[src/rtl/pc_sequencer.sv]
// Program-counter owner and fetch sequencer for the RV32 single-cycle core.
// Optional misaligned-branch trap enabled by defining PC_SEQ_MISALIGN_TRAP_EN.
module pc_sequencer #(
   parameter logic [31:0] RESET_VECTOR = 32'h0000_0000,
   parameter logic [31:0] TRAP_VECTOR  = 32'h0000_0100
) (
   input  logic        clk,
   input  logic        rst,
   output logic        imem_req,
   output logic [31:0] imem_addr,
   input  logic        imem_ack,
   input  logic [31:0] imem_rdata,
   output logic [31:0] instr,
   output logic        instr_valid,
   output logic [31:0] pc,
   input  logic        stall,
   input  logic        branch_taken,
   input  logic [31:0] branch_target,
   input  logic        halt_req,
   output logic        halted,
   output logic        trap,
   output logic [31:0] trap_addr
);

   localparam logic [31:0] NOP = 32'h0000_0013;

   typedef enum logic [1:0] {
      S_BOOT  = 2'd0,
      S_FETCH = 2'd1,
      S_EXEC  = 2'd2,
      S_HALT  = 2'd3
   } state_t;

   state_t      r_state;
   logic [31:0] r_pc;
   logic [31:0] r_instr;
   logic        r_instr_valid;
   logic        r_imem_req;
   logic        r_halted;

   logic        w_accept;
   logic        w_take_branch;
   logic [31:0] w_branch_pc;

   assign w_accept      = (r_state == S_EXEC) && !stall;
   assign w_take_branch = w_accept && !halt_req && branch_taken;

`ifdef PC_SEQ_MISALIGN_TRAP_EN
   logic        r_trap;
   logic [31:0] r_trap_addr;
   logic        w_misaligned;

   assign w_misaligned = (branch_target[1:0] != 2'b00);
   assign w_branch_pc  = w_misaligned ? TRAP_VECTOR : branch_target;

   // trap pulses during the first FETCH cycle after the offending branch
   always_ff @(posedge clk) begin
      if (rst) begin
         r_trap      <= 1'b0;
         r_trap_addr <= 32'h0000_0000;
      end else begin
         r_trap <= w_take_branch && w_misaligned;
         if (w_take_branch && w_misaligned) begin
            r_trap_addr <= branch_target;
         end
      end
   end

   assign trap      = r_trap;
   assign trap_addr = r_trap_addr;
`else
   logic w_unused_trap;

   assign w_branch_pc   = {branch_target[31:2], 2'b00};
   assign trap          = 1'b0;
   assign trap_addr     = 32'h0000_0000;
   assign w_unused_trap = ^{TRAP_VECTOR, branch_target[1:0]};
`endif

   always_ff @(posedge clk) begin
      if (rst) begin
         r_state       <= S_BOOT;
         r_pc          <= RESET_VECTOR;
         r_instr       <= NOP;
         r_instr_valid <= 1'b0;
         r_imem_req    <= 1'b0;
         r_halted      <= 1'b0;
      end else begin
         case (r_state)
            S_BOOT: begin
               r_state    <= S_FETCH;
               r_imem_req <= 1'b1;
            end
            S_FETCH: begin
               if (imem_ack) begin
                  r_instr       <= imem_rdata;
                  r_state       <= S_EXEC;
                  r_imem_req    <= 1'b0;
                  r_instr_valid <= 1'b1;
               end
            end
            S_EXEC: begin
               // a stalled slot ignores redirect and halt requests entirely
               if (!stall) begin
                  r_instr_valid <= 1'b0;
                  if (halt_req) begin
                     r_state  <= S_HALT;
                     r_halted <= 1'b1;
                  end else begin
                     r_state    <= S_FETCH;
                     r_imem_req <= 1'b1;
                     if (branch_taken) begin
                        r_pc <= w_branch_pc;
                     end else begin
                        r_pc <= r_pc + 32'd4;
                     end
                  end
               end
            end
            S_HALT: begin
               r_state <= S_HALT;
            end
            default: begin
               r_state <= S_BOOT;
            end
         endcase
      end
   end

   assign imem_req    = r_imem_req;
   assign imem_addr   = r_pc;
   assign pc          = r_pc;
   assign instr       = r_instr;
   assign instr_valid = r_instr_valid;
   assign halted      = r_halted;

   logic w_unused_accept;
   assign w_unused_accept = w_accept;

endmodule
[config.mk]
export PLATFORM = sky130hd
export DESIGN_NAME = pc_sequencer
export DESIGN_NICKNAME = d
export VERILOG_FILES = /design/src/rtl/pc_sequencer.sv
export SDC_FILE = /design/constraint.sdc
export NUM_CORES = 1
export LEC_CHECK = 0
export BUFFER_PORTS_ARGS = -buffer_cell sky130_fd_sc_hd__buf_4
export CORE_UTILIZATION = 45
export CTS_CLUSTER_SIZE = 8
export DETAILED_ROUTE_END_ITERATION = 16
export GPL_TIMING_DRIVEN = 0
export PLACE_DENSITY = 0.81
export REMOVE_ABC_BUFFERS = 1
export SYNTH_ARGS = -nofsm -noshare
export SYNTH_HDL_FRONTEND = slang
export SYNTH_SLANG_ARGS = --single-unit
[constraint.sdc]
create_clock -name clk -period 2.45 [get_ports clk]
set_clock_uncertainty 0.2 [all_clocks]
set_input_delay 0.3675 -clock clk [delete_from_list [all_inputs] [get_ports clk]]
set_output_delay 0.3675 -clock clk [all_outputs]
set_load 0.03 [all_outputs]
Word-level counts from Yosys, hierarchy flattened
Index checks and enable logic that the tools add are counted.
Operators by class
  mux-type cells: 12
  bitwise gates (word level): 2
  reductions and logical operators: 9
  add/sub/neg operators: 1
  equal/unequal tests: 6
Operator list (count)
  $add 32x3->32 const B: 1
  $mux 32: 1
  $reduce_and 3->1: 3
  $pmux 2 s4: 1
  $mux 2: 3
  $ne 2x2->1 const B: 3
  $mux 1: 5
  $eq 2x2->1 const B: 2
  $reduce_and 2->1: 2
  $reduce_and 4->1: 1
  $pmux 1 s3: 1
  $reduce_bool 3->1: 1
  $eq 2x1->1 const B: 1
  $logic_not 2->1: 1
  $not 1->1: 2
  $pmux 1 s2: 1
  $reduce_bool 2->1: 1
Storage, ports and cells
  register bits after elaboration: 69
  input bits: 70
  word-level logic and storage cells: 36
  output and inout port bits: 132

Longest topological paths before layout
Gate-level depths: netlist (run 1).
  word-level depth: 3
  mapped depth: 7
  gate-level depth less buffers: 6

Least setup slack after synthesis (run 1)
Ideal clock, no wire load.
  path type: reg2reg
  start: register r_pc[6] (netlist: imem_addr[6])
  end: register r_pc[31] (netlist: imem_addr[31])
  path slack: 67 ps
  cell stages (with the launch flop): 7
  data required time: 2117 ps
  arrival time: 2051 ps
  path buffers: 1
  cell sequence: dfxtp_1 -> nand3_2 -> or4_4 -> buf_6 -> nor4_4 -> mux2i_1 -> a31oi_1
On the way
  word-level cells in the longest chain between the ends: 2
RTL lines
  start, declared: line 35  | logic [31:0] r_pc;
  start signal, assigned: line 113  | r_pc <= w_branch_pc;
  start signal, assigned: line 115  | r_pc <= r_pc + 32'd4;
  $add 32x3->32: line 115
  $mux 32: line 112  | if (branch_taken) begin
Every way passes these cells.
A chain may end at the register's enable or synchronous reset.

Worst setup path in the final report (run 1)
  start: register r_pc[11] (netlist: imem_addr[11])
  end: register r_pc[23] (netlist: imem_addr[23])
The elaborated chain is that of the path after synthesis.

==> impl_metrics.json, run 1 <==
{
  "crit_required_ns": 2.44,
  "critPathKind": "flop to flop",
  "drt-initial-drc-count": 191,
  "routabilityCongestion": 0.763,
  "synth_common_cells": "94 x nand2_1, 67 x buf_4, 67 x dfxtp_1",
  "synthDistinctLibCells": 48,
  "cts-root-buf": "clkbuf_8",
  "crit_path_top_delay_cell": "or4_4",
  "initial_core_util_pct": 47.5,
  "cts-buffers-inserted": 9,
  "die_width_um": 93.2,
  "n_antenna_cell": 0,
  "endpoint_kind": "flop",
  "timing.fmax_ghz": 0.421,
  "worst_pin_slew_ns": 1.11,
  "yosys_warnings": 0,
  "drc_errors": 0,
  "power_leakage_nw": 2.15,
  "syn_area_per_cell_sq_um": 7.53,
  "setup-violations-final": 0,
  "routedWlPerCell_um": 14.2,
  "path_clk_slew_ns": 0.08,
  "dpl.hpwl_um": 7080,
  "finalHoldViolations": 0,
  "period_needed_ns": 2.37,
  "rsz0062_at_grt": "yes",
  "track_usage_pct": 23.0,
  "totalWireLength_um": 10200,
  "synth_seq_area_share_pct": 35.8,
  "area_delta_synth_final_pct": 30.7,
  "async_flop_share_pct": 0,
  "ant_nets": 0,
  "synthCells": 497,
  "cts_tree": "built",
  "grt_max_degree": 69,
  "portBuffers": 162,
  "relSlewSlack_pct": 26.2,
  "ys_ff_latch": 67,
  "fin_nets": 681,
  "grt_pass1_vias": 3425,
  "ir_drop_uv": 345,
  "coreArea_sq_mm": 0.00789,
  "synthFlopType": "dfxtp_1",
  "synth.largest_area_cell": "dfxtp_1",
  "clkSinkCount": 67,
  "clock_latency_ns": 0.33,
  "grt_pass1_wl_um": 15900,
  "synth.most_common_cell": "nand2_1",
  "vias_per_cell": 5.41,
  "finalSetupTns_ns": 0,
  "maxCapViolations": 0,
  "num_vias": 3881,
  "startpoint_type": "flop",
  "io_pins": 202,
  "reg2reg_depth": 5,
  "critPathMaxFanout": 12,
  "hold_depth": 3,
  "cp_slowest_stage_delay_ns": 0.67,
  "synth_top_area_share_pct": 35.8,
  "worstPathArrival_ns": 2.36,
  "worst_hold_path_type": "input port to flop",
  "dieArea_sq_mm": 0.00869,
  "rows": 32,
  "synth_area_sq_mm": 0.00374,
  "cts_max_path_buffers": 2,
  "cts.htree.levels": 3,
  "path_cells": "nand3_2, or4_4, or4_1, o21ai_1, a211oi_1",
  "period_share_pct": 96.9,
  "status": "completed",
  "synth_edf_count": 0,
  "synthTopCellsByArea": "dfxtp_1 36%, buf_4 13%, nand2_1 9.4%",
  "p_per_area_mw_per_mm2": 546,
  "grt_overflow": 0,
  "fin_util_pct": 62.1,
  "final_layout_size_suffix_gt1_share_pct": 31.9,
  "die_h_um": 93.2,
  "antenna_found_initial": 0,
  "slew_violations": 0,
  "drt_pass1_iterations": 4
}
[logic make-up (layout without fill, tap and decap cells)]
family / Yosys count / in the layout / share of synthesized area, %
other: 1 / 37 / 0.100
AND/OR/NAND/NOR: 193 / 193 / 24.6
buffers and inverters: 106 / 188 / 17.5
flip-flops: 67 / 67 / 35.8
adder cells (fa/ha/maj): 1 / 1 / 0.334
multiplexers: 7 / 7 / 1.87
AO/OA/AOI/OAI: 122 / 122 / 19.8
[critical path: cells and delay by family, from the launching register on]
family | cells | cell delay (ns)
and+or+nand+nor | 3 | 1.36
DFF | 1 | 0.48
AOI/OAI and AO/OA | 2 | 0.19
[per-stage QoR]
stage / total power, W / instance area [sq um] / std cells / hold slack (ns) / worst slack, ns
floorplan: 0.00144 / 3250 / 433 / 0.237 / -0.499
global placement: 0.00164 / 4590 / 697 / 0.243 / -1.97
detailed placement: 0.00165 / 4620 / 699 / 0.251 / -0.112
CTS: 0.00269 / 4860 / 715 / 0.0312 / 0.0155
global route: 0.00279 / 4900 / 717 / 0.0479 / -0.0236
finish: 0.00267 / 4900 / 717 / 0.0438 / 0.0754
[cell type report]
type	instances	area [sq um]
multi-input cells	360	1920
inverters	6	22.5
clock buffers	10	138
fillers	681	2990
repair buffers	166	1250
well taps	102	128
clock inverters	6	88.8
flip-flops and latches	67	1350
[cell usage in the layout, fill, tap and decap left out, types with 5 or more instances in the layout]
cell type,n
and3_1,9
mux2i_1,7
a32o_1,5
inv_1,6
a31oi_1,8
nand4_1,6
buf_4,164
nor2_1,25
a21oi_1,56
nand2_1,94
a211oi_1,5
conb_1,37
dfxtp_1,64
o21ai_0,18
nor3_1,11
nand3_1,17
clkbuf_8,10
[worst paths after layout]
path,startpoint,to,slack (ns)
worst max register to register,imem_addr[11]$_SDFFE_PP0P_,imem_addr[23]$_SDFFE_PP0P_,0.08
worst max-delay path,imem_addr[11]$_SDFFE_PP0P_,imem_addr[23]$_SDFFE_PP0P_,0.08
worst min-delay path,imem_rdata[4],instr[4]$_SDFFE_PP1P_,0.04
worst min register to register,instr[17]$_SDFFE_PP0P_,instr[17]$_SDFFE_PP0P_,0.26
[repair_timing]
action / CTS / global route
setup buffers: 0 / 2
setup endpoints to repair: 3 / 8
gates resized for setup: 3 / 7
pin swaps: 1 / 2
hold buffers: 0 / 0
[report_power, final]
group	switching, W	internal [W]	total, W
Clock	0.000441	0.000601	0.00104
Combinational	0.000301	0.000167	0.000468
Sequential	0.0000332	0.00113	0.00116
[flip-flops by register name (all words and copies together) (netlist names)]
signal	flops
instr_valid	1
imem_req	1
imem_addr	30
r_state	2
halted	1
instr	32
[routing by layer]
| layer | vias to the layer above | part of all wire (%) | GRT usage [%] |
|---|---|---|---|
| li1 | 1856 | - | - |
| met3 | 20 | 9.6 | 6.50 |
| met5 | - | 0 | 0 |
| met4 | 0 | 2.1 | 10.3 |
| met1 | 1784 | 40 | 28.1 |
| met2 | 221 | 48 | 37.6 |
(Power assumes the default switching activity.)
==> run 2, diff against run 1 <==
Clock period 2.45 ns to 2.3 ns, I/O delays scaled along.
==> impl_metrics.json, run 2 (synthesized netlist as in run 1, its figures left out) <==
{
  "status": "completed",
  "drt-initial-drc-count": 202,
  "critPathKind": "flop to flop",
  "final_cell_mix": "165 x buf_4, 94 x nand2_1, 56 x a21oi_1, 55 x dfxtp_1, 37 x conb_1",
  "rows": 32,
  "relSlewSlack_pct": 31.6,
  "setup-violations-final": 0,
  "final_common_cell": "buf_4",
  "finalHoldViolations": 0,
  "placed_cell_area_sq_mm": 0.00462,
  "dieArea_sq_mm": 0.00869,
  "critPathTopFamily": "simple AND/OR/NAND/NOR gates",
  "routabilityCongestion": 0.763,
  "drc_errors": 0,
  "clock_latency_ns": 0.34,
  "cp_slowest_stage_delay_ns": 0.61,
  "fin_area_sq_mm": 0.00494,
  "maxCapViolations": 0,
  "vias_per_cell": 5.39,
  "die_width_um": 93.2,
  "period_share_pct": 96.5,
  "critPathMaxFanout": 8,
  "cts_tree": "built",
  "r2r_end": "imem_addr[23]$_SDFFE_PP0P_",
  "power_leakage_nw": 2.18,
  "holdPathEnd": "instr[4]$_SDFFE_PP1P_",
  "ir_drop_uv": 369,
  "io_pins": 202,
  "cts-hold-fix-buffers": 0,
  "area_delta_synth_final_pct": 31.9,
  "fin_ws_ns": 0.0794,
  "clkSinkCount": 67,
  "coreArea_sq_mm": 0.00789,
  "power_w": 0.00285,
  "fin_util_pct": 62.6,
  "grt_pass1_wl_um": 16100,
  "grt_pass1_vias": 3464,
  "worst_pin_slew_ns": 1.02,
  "initial_core_util_pct": 47.5,
  "ant_nets": 0,
  "slew_violations": 0,
  "portBuffers": 162,
  "worst_hold_path_type": "input port to flop",
  "crit_required_ns": 2.29,
  "dpl.hpwl_um": 7080,
  "dp_slack_ns": -0.254,
  "p_per_area_mw_per_mm2": 577,
  "track_usage_pct": 23.2,
  "antenna_found_initial": 0,
  "startpoint_type": "flop",
  "grt_max_degree": 69,
  "r2r_start": "imem_addr[11]$_SDFFE_PP0P_",
  "hold_start": "imem_rdata[4]",
  "die_h_um": 93.2,
  "routedWlPerCell_um": 14.4,
  "cts.htree.levels": 3,
  "worstPathArrival_ns": 2.21,
  "dp.cells": 699,
  "final_layout_size_suffix_gt1_share_pct": 33.8,
  "n_antenna_cell": 0,
  "path_clk_slew_ns": 0.08,
  "cts-root-buf": "clkbuf_8",
  "drt_pass1_iterations": 4,
  "stdcell_count": 718,
  "cp_num_buf_inv": 0,
  "largest_reg_flops": 32,
  "grt_overflow": 0,
  "endpoint_kind": "flop",
  "fin_nets": 682,
  "num_vias": 3868,
  "cts_max_path_buffers": 2,
  "reg2reg_depth": 5,
  "crit_path_top_delay_cell": "or4_4",
  "path_cells": "nand3_2, or4_4, or4_1, o21ai_1, a211oi_1",
  "timing.fmax_ghz": 0.450,
  "totalWireLength_um": 10400,
  "hold_depth": 3,
  "cts-buffers-inserted": 9,
  "rrSetupSlack_ns": 0.08,
  "period_needed_ns": 2.22
}
==> run 2: worst max path at each step <==
stage / end / slack (ns) / depth (start not counted) / start
6_report: imem_addr[23]$_SDFFE_PP0P_ / 0.08 / 5 / imem_addr[11]$_SDFFE_PP0P_
5_1_grt: imem_addr[27]$_SDFFE_PP0P_ / -0.00007 / 6 / imem_addr[11]$_SDFFE_PP0P_
4_1_cts: imem_addr[23]$_SDFFE_PP0P_ / -0.006 / 5 / imem_addr[8]$_SDFFE_PP0P_
3_5_place_dp: imem_addr[26]$_SDFFE_PP0P_ / -0.25 / 6 / imem_addr[2]$_SDFFE_PP0P_
3_3_place_gp: imem_addr[28]$_SDFFE_PP0P_ / -2.09 / 5 / stall
2_1_floorplan: imem_addr[12]$_SDFFE_PP0P_ / -0.63 / 5 / stall
==> run 2: final cells by class <==
type	instances	area [sq um]
multi-input cells	360	1940
clock buffers	10	138
fillers	675	2950
flip-flops and latches	67	1360
well taps	102	128
inverters	6	22.5
repair buffers	167	1260
clock inverters	6	88.8
==> run 2: metrics by stage <==
step / TNS [ns] / hold slack (ns)
floorplan: -10.77 / 0.214
global placement: -48.43 / 0.243
detailed placement: -1.29 / 0.251
CTS: -0.00633 / 0.00872
global route: -0.0000686 / 0.0198
finish: 0 / 0.0214
==> run 2: timing repair <==
action / 4_1_cts / 5_1_grt
pin swaps: 2 / 1
setup buffers: 3 / 0
gates resized for setup: 8 / 16
setup endpoints to repair: 12 / 18
gates cloned: 0 / 0
==> run 2: layer usage <==
metal  share of wire, %  vias up  global-route usage (%)  wire [um]
li1                   -     1856                       -          -
met4                1.5        0                    10.6        157
met5                  0        -                       0          0
met1                 41     1797                    28.1       4260
met3                8.4       13                    6.67        872
met2                 49      202                    37.9       5070
==> run 2: power by group <==
part	total (W)	switching, W	leakage, nW	internal, W
clock	0.00111	0.000473	0.108	0.000640
sequential	0.00124	0.0000358	0.551	0.00120
combinational	0.000499	0.000322	1.52	0.000178
total	0.00285	0.000831	2.18	0.00202
==> run 2: tightest hold or removal path: cells and delay by family <==
kind          cells  cell delay (ns)
buf+inv           1             0.08
simple gates      2             0.10
